==> src/rtl/sum_capture_fifo_if.sv <==
// Sample/readout bundle between the sum capture FIFO and its producer/consumer.
interface sum_capture_fifo_if #(
    parameter int DATA_W = 4,
    parameter int DEPTH  = 4
);
    localparam int LVL_W = $clog2(DEPTH + 1);

    logic              load_w;
    logic [DATA_W-1:0] q_in;
    logic              rd_ready;
    logic              rd_valid;
    logic [3:0]        rd_tens;
    logic [3:0]        rd_ones;
    logic [LVL_W-1:0]  level;
    logic              overflow;
    logic              settled;

    modport master (
        output load_w, q_in, rd_ready,
        input  rd_valid, rd_tens, rd_ones, level, overflow, settled
    );

    modport slave (
        input  load_w, q_in, rd_ready,
        output rd_valid, rd_tens, rd_ones, level, overflow, settled
    );
endinterface

==> src/rtl/sum_capture_fifo.sv <==
// Captures upstream sums into a FWFT FIFO, presents the head as BCD digits,
// and flags when the sampled sum has stopped changing.
//
// state   | meaning
// S_IDLE  | no sample accepted since reset
// S_TRACK | counting consecutive identical accepted samples
// S_DONE  | sum declared settled; terminal until reset
module sum_capture_fifo #(
    parameter int DATA_W     = 4,
    parameter int DEPTH      = 4,
    parameter int STABLE_CNT = 3
) (
    input  logic                clk,
    input  logic                reset,
    sum_capture_fifo_if.slave   bus
);
    localparam int AW    = $clog2(DEPTH);
    localparam int LVL_W = $clog2(DEPTH + 1);
    localparam int CNT_W = $clog2(STABLE_CNT + 1);

    typedef enum logic [1:0] {
        S_IDLE  = 2'd0,
        S_TRACK = 2'd1,
        S_DONE  = 2'd2
    } state_t;

    logic [DATA_W-1:0] mem [DEPTH];
    logic [AW-1:0]     head_ptr;
    logic [AW-1:0]     tail_ptr;
    logic [LVL_W-1:0]  level_r;
    logic              overflow_r;
    logic              empty;
    logic              full;
    logic              pop;
    logic              push;
    logic [DATA_W-1:0] head_val;

    state_t            state, state_nx;
    logic [DATA_W-1:0] last_r, last_nx;
    logic [CNT_W-1:0]  cnt_r, cnt_nx;

    assign empty = (level_r == '0);
    assign full  = (level_r == LVL_W'(DEPTH));
    assign pop   = !empty && bus.rd_ready;
    // A full FIFO still accepts a sample when the head leaves on the same edge.
    assign push  = bus.load_w && (!full || pop);

    always_ff @(posedge clk) begin
        if (push)
            mem[tail_ptr] <= bus.q_in;
    end

    always_ff @(posedge clk) begin
        if (reset) begin
            head_ptr   <= '0;
            tail_ptr   <= '0;
            level_r    <= '0;
            overflow_r <= 1'b0;
        end else begin
            if (push)
                tail_ptr <= tail_ptr + AW'(1);
            if (pop)
                head_ptr <= head_ptr + AW'(1);
            if (push && !pop)
                level_r <= level_r + LVL_W'(1);
            else if (pop && !push)
                level_r <= level_r - LVL_W'(1);
            if (bus.load_w && !push)
                overflow_r <= 1'b1;
        end
    end

    assign head_val = mem[head_ptr];

    always_comb begin
        bus.rd_tens = 4'd0;
        bus.rd_ones = 4'd0;
        if (!empty) begin
            if (head_val >= DATA_W'(10)) begin
                bus.rd_tens = 4'd1;
                bus.rd_ones = 4'(head_val - DATA_W'(10));
            end else begin
                bus.rd_ones = 4'(head_val);
            end
        end
    end

    assign bus.rd_valid = !empty;
    assign bus.level    = level_r;
    assign bus.overflow = overflow_r;
    assign bus.settled  = (state == S_DONE);

    always_ff @(posedge clk) begin
        if (reset) begin
            state  <= S_IDLE;
            last_r <= '0;
            cnt_r  <= '0;
        end else begin
            state  <= state_nx;
            last_r <= last_nx;
            cnt_r  <= cnt_nx;
        end
    end

    // Only accepted pushes advance the run tracker; dropped samples are invisible here.
    always_comb begin
        state_nx = state;
        last_nx  = last_r;
        cnt_nx   = cnt_r;
        case (state)
            S_IDLE: begin
                if (push) begin
                    last_nx  = bus.q_in;
                    cnt_nx   = CNT_W'(1);
                    state_nx = (STABLE_CNT == 1) ? S_DONE : S_TRACK;
                end
            end
            S_TRACK: begin
                if (push) begin
                    if (bus.q_in == last_r) begin
                        cnt_nx = cnt_r + CNT_W'(1);
                        if (cnt_r + CNT_W'(1) == CNT_W'(STABLE_CNT))
                            state_nx = S_DONE;
                    end else begin
                        last_nx = bus.q_in;
                        cnt_nx  = CNT_W'(1);
                    end
                end
            end
            S_DONE: begin
                state_nx = S_DONE;
            end
            default: begin
                state_nx = S_IDLE;
            end
        endcase
    end
endmodule

==> src/flat_wrapper.sv <==
// flat-port wrapper written by rule: the top's interface ports become plain ports
module sum_capture_fifo_flat 
#(
    parameter int DATA_W     = 4,
    parameter int DEPTH      = 4,
    parameter int STABLE_CNT = 3
)
  (clk, reset, bus_load_w, bus_q_in, bus_rd_ready, bus_rd_valid, bus_rd_tens, bus_rd_ones, bus_level, bus_overflow, bus_settled);
  sum_capture_fifo_if #(.DATA_W(DATA_W), .DEPTH(DEPTH)) bus_i ();
  input  logic clk;
  input  logic reset;
  input wire logic [$bits(bus_i.load_w)-1:0] bus_load_w;
  input wire logic [$bits(bus_i.q_in)-1:0] bus_q_in;
  input wire logic [$bits(bus_i.rd_ready)-1:0] bus_rd_ready;
  output wire logic [$bits(bus_i.rd_valid)-1:0] bus_rd_valid;
  output wire logic [$bits(bus_i.rd_tens)-1:0] bus_rd_tens;
  output wire logic [$bits(bus_i.rd_ones)-1:0] bus_rd_ones;
  output wire logic [$bits(bus_i.level)-1:0] bus_level;
  output wire logic [$bits(bus_i.overflow)-1:0] bus_overflow;
  output wire logic [$bits(bus_i.settled)-1:0] bus_settled;
  assign bus_i.load_w = bus_load_w;
  assign bus_i.q_in = bus_q_in;
  assign bus_i.rd_ready = bus_rd_ready;
  assign bus_rd_valid = bus_i.rd_valid;
  assign bus_rd_tens = bus_i.rd_tens;
  assign bus_rd_ones = bus_i.rd_ones;
  assign bus_level = bus_i.level;
  assign bus_overflow = bus_i.overflow;
  assign bus_settled = bus_i.settled;
  sum_capture_fifo #(.DATA_W(DATA_W), .DEPTH(DEPTH), .STABLE_CNT(STABLE_CNT)) u_core (.clk(clk), .reset(reset), .bus(bus_i));
endmodule
==> config.mk <==
export PLATFORM = sky130hd
export DESIGN_NAME = sum_capture_fifo_flat
export DESIGN_NICKNAME = d
export VERILOG_FILES = /design/src/rtl/sum_capture_fifo_if.sv /design/src/rtl/sum_capture_fifo.sv /design/src/flat_wrapper.sv
export SDC_FILE = /design/constraint.sdc
export NUM_CORES = 1
export LEC_CHECK = 0
export BUFFER_PORTS_ARGS = -buffer_cell sky130_fd_sc_hd__clkbuf_2
export CAP_MARGIN = 20
export CORE_MARGIN = 10
export CORE_UTILIZATION = 56
export DETAILED_ROUTE_END_ITERATION = 6
export PLACE_DENSITY = 0.78
export SLEW_MARGIN = 20
export SYNTH_ARGS = -nofsm -noshare
export SYNTH_HDL_FRONTEND = slang
export SYNTH_SLANG_ARGS = --single-unit
==> constraint.sdc <==
create_clock -name clk -period 2.9 [get_ports clk]
set_input_delay 0.145 -clock clk [delete_from_list [all_inputs] [get_ports clk]]
set_output_delay 0.145 -clock clk [all_outputs]
set_load 0.1 [all_outputs]
==> out/summary.txt <==
================================================================================
Critical path class                                                      reg2out
Worst R2R Setup Slack                                                    0.62 ns
Setup violation total in the final timing report                               0
Number of global-route vias before repair                                  1,064
CP Max Fanout                                                                  4
Worst setup EP type                                                  output port
Net count of the finished layout                                             178
CP max stage cell                                                         mux4_2
Worst-case clock buffer depth                                                  2
Number of max-cap violations                                                   0
Length of routed met2 wiring                                            1.429 mm
Capture endpoint of the worst hold path                             u_core.mem[1][2]
FMAX                                                                  0.3899 GHz
Area of the core                                                       2781 um^2
Predominant post-synthesis flop cell                                     dfxtp_1
Post-synth EDFFs                                                              16
Tightest Hold Check Type                                                  in2reg
Setup Fix Bufs, Post-CTS                                                       0
Final Max Tran Viols                                                           0
Reg2reg end                                                         u_core.bus.level[2]
Die extent in y                                                         74.02 um
Portion of the post-synthesis area used by sequential elements            51.45%
Number of antenna violations at the first check in global routing              0
Number of iterations in the first detailed-routing pass                        4
Worst Setup Start Kind                                                  register
DRT iter0 DRCs                                                                36
Post-synthesis average cell area                                      11.84 um^2
RSZ-0062 raised after global routing                                          no
Tot GR Track Use                                                          11.57%
Top metal layer carrying routed signals                                     met4
CTS root buf                                                            clkbuf_4
Pre-CTS setup slack                                                    0.6127 ns
Met1 wire length                                                        1.201 mm
DRT Wirelength                                                          2.896 mm
Required time at the endpoint of the critical path                       2.76 ns
Routed wire length on met3                                                216 um
Cell count after synthesis                                                   138
Remaining antenna violation count                                              0
#FFs+latches synth                                                            34
Worst reg-to-reg path cell count                                               9
Post-route cell area                                                   1866 um^2
H-tree lvl count                                                               2
Worst Max-Slew Pin Slew                                                0.5517 ns
Die footprint                                                          5479 um^2
Die outline width                                                       74.02 um
Clock net sink count                                                          34
Total inserted antenna cells                                                   0
Vias                                                                       1,029
Ys async rst share                                                            0%
Filler Cell Count                                                            207
Fraction of layout cells with a size suffix above 1                       27.50%
I/O pins                                                                      22
Total number of placement rows                                                19
Number of cells after detailed placement                                     183
Clock period minus final worst setup slack                              2.565 ns
Hpwl dp                                                                 2.211 mm
Skew-Pair Late Insertion Delay                                           0.35 ns
Worst relative slew slack                                                 63.38%
Netlist area before placement                                          1634 um^2
Setup slack of the critical path after layout                          0.3351 ns
Skew final                                                           0.008467 ns
Result of the run                                                   complete, no violations
Initial Util                                                              58.75%
Cell count of the worst hold path                                              1
Critical Path AT                                                         2.42 ns
Area grow syn2layout                                                      14.17%
Placer congestion estimate                                                0.7659
Kind of cell adding the most delay to the critical path             buffers and inverters
Via count normalized by instance count                                     5.387
Area post-placement                                                    1759 um^2
Number of buffers created by CTS                                               5
DRC violation count after routing                                              0
Pin count of the biggest net entering global routing                          22
Yosys warning total                                                            0
Number of standard cells in the layout, taps in and fillers out              191
Global-route wire length before repair                                  4.857 mm
PostCTS Resize Cnt                                                             0
Routed length per placed instance                                       15.16 um
Critical R2R Launch                                                 u_core.bus.level[0]
TritonCTS clock tree                                                         yes
Distinct cell type count after synthesis                                      33
Port bufs                                                                     18
Min-Delay Startpoint                                                 bus_q_in[2]
Count of final hold-check violations                                           0
Crit-path cells                                                     mux4_2 -> inv_1 -> ha_1 -> a211oi_2 -> clkbuf_2
Crit path largest cell delay                                             0.58 ns
Post-route clock period utilization                                       88.44%
Overflow left after global routing                                             0
Cts hold-fix bufs                                                              0
Sum of negative setup slack                                                 0 ns
Buffers and inverters on the worst path                                        2
Clock Pin Slew Worst Setup and Hold Paths                                0.11 ns
================================================================================
## cells in the final DEF, fill, tap and decap left out, types with 2 or more instances in the layout
cell type  synthesis  layout
ha_1              10      10
nand2b_1           8       8
mux4_2             4       4
nor2_1            16      16
a21oi_1            6       6
a211oi_2           1       2
o21ai_0            2       2
and3_2             4       4
conb_1             1       3
xnor2_1            2       2
dfxtp_1           18      15
mux2i_1            7       7
inv_1             11      10
edfxtp_1          16      16
dfxtp_2            0       3
nand2_1            4       4
bufinv_16          0       2
clkbuf_2           0      18
clkbuf_4           0       5
xor2_1             8       8
## cell usage after synthesis, types with 2 or more instances
library cell | n | share of area [%]
a21oi_1 | 6 | 1.8
and3_2 | 4 | 1.8
buf_4 | 3 | 1.4
clkbuf_1 | 2 | 0.46
dfxtp_1 | 18 | 22
edfxtp_1 | 16 | 29
ha_1 | 10 | 7.7
inv_1 | 11 | 2.5
mux2i_1 | 7 | 4.3
mux4_2 | 4 | 5.5
nand2_1 | 4 | 0.92
nand2b_1 | 8 | 3.1
nor2_1 | 16 | 3.7
o21ai_0 | 2 | 0.61
xnor2_1 | 2 | 1.1
xor2_1 | 8 | 4.3
## routing by layer
metal / global-route usage, % / up-vias
met4: 6.211 / 0
met1: 12.26 / 493
met2: 19.22 / 18
met3: 4.787 / 5
met5: 0 / -
li1: - / 513
## metrics by stage
stage | utilization (%) | hold WS [ns]
global route | 67.07 | 0.06983
CTS | 67.07 | 0.05700
floorplan | - | 0.2439
detailed placement | 63.25 | 0.4210
global placement | 63.25 | 0.4061
finish | 67.07 | 0.05629
## cells by family (layout without fill, tap and decap cells)
kind of cell | Yosys count | in the layout | synth area share (%)
fa+ha+maj | 11 | 11 | 8.882
other cells | 1 | 3 | 0.2295
simple gates | 40 | 40 | 12.79
flops | 34 | 34 | 51.46
compound gates | 13 | 13 | 6.126
buf+inv | 17 | 37 | 4.671
xor+xnor | 10 | 10 | 5.360
mux | 12 | 12 | 10.49
## sequential cells by signal (all words and copies together), names as in the netlist, named ones only
signal and flops:
u_core.mem 16, u_core.tail_ptr 2, u_core.cnt_r 2, u_core.last_r 4, u_core.bus.level 3, u_core.state 2
u_core.head_ptr 2, u_core.bus.overflow 1
## worst reg2reg max path: stages, from the launching register on
cell and delay (ns):
dfxtp_2 0.39, nor3_4 0.28, clkinvlp_4 0.18, nand2_1 0.13, ha_1 0.18, inv_1 0.06
fa_1 0.37, xor2_1 0.17, or3_1 0.31, a21oi_1 0.15
## how the worst max path moves through the flow
| stage | startpoint | to | slack [ns] | cells past startpoint |
|---|---|---|---|---|
| after detailed placement | u_core.bus.level[0] | u_core.bus.level[2] | 0.61 | 9 |
| after global placement | u_core.bus.level[0] | u_core.bus.level[2] | 0.70 | 9 |
| after CTS | register | bus_rd_ones[2] | 0.30 | 5 |
| final | register | bus_rd_ones[2] | 0.34 | 5 |
| after floorplan | u_core.bus.level[0] | u_core.bus.level[2] | 0.03 | 9 |
| after global routing | register | bus_rd_ones[2] | 0.19 | 5 |
## final cells by class
cell class / count / area [um^2] / area share (%)
Sequential cell: 34 / 844.6 / 45.27
Inverter: 11 / 45.04 / 2.414
Multi-Input combinational cell: 89 / 740.7 / 39.70
Clock buffer: 5 / 37.54 / 2.012
Clock inverter: 3 / 68.82 / 3.689
Tap cell: 31 / 38.79 / 2.079
Timing Repair Buffer: 18 / 90.09 / 4.829
Power is left out: the tool's default activity adds up to more than one toggle a clock period on the data nets, which glitch-free logic cannot reach.
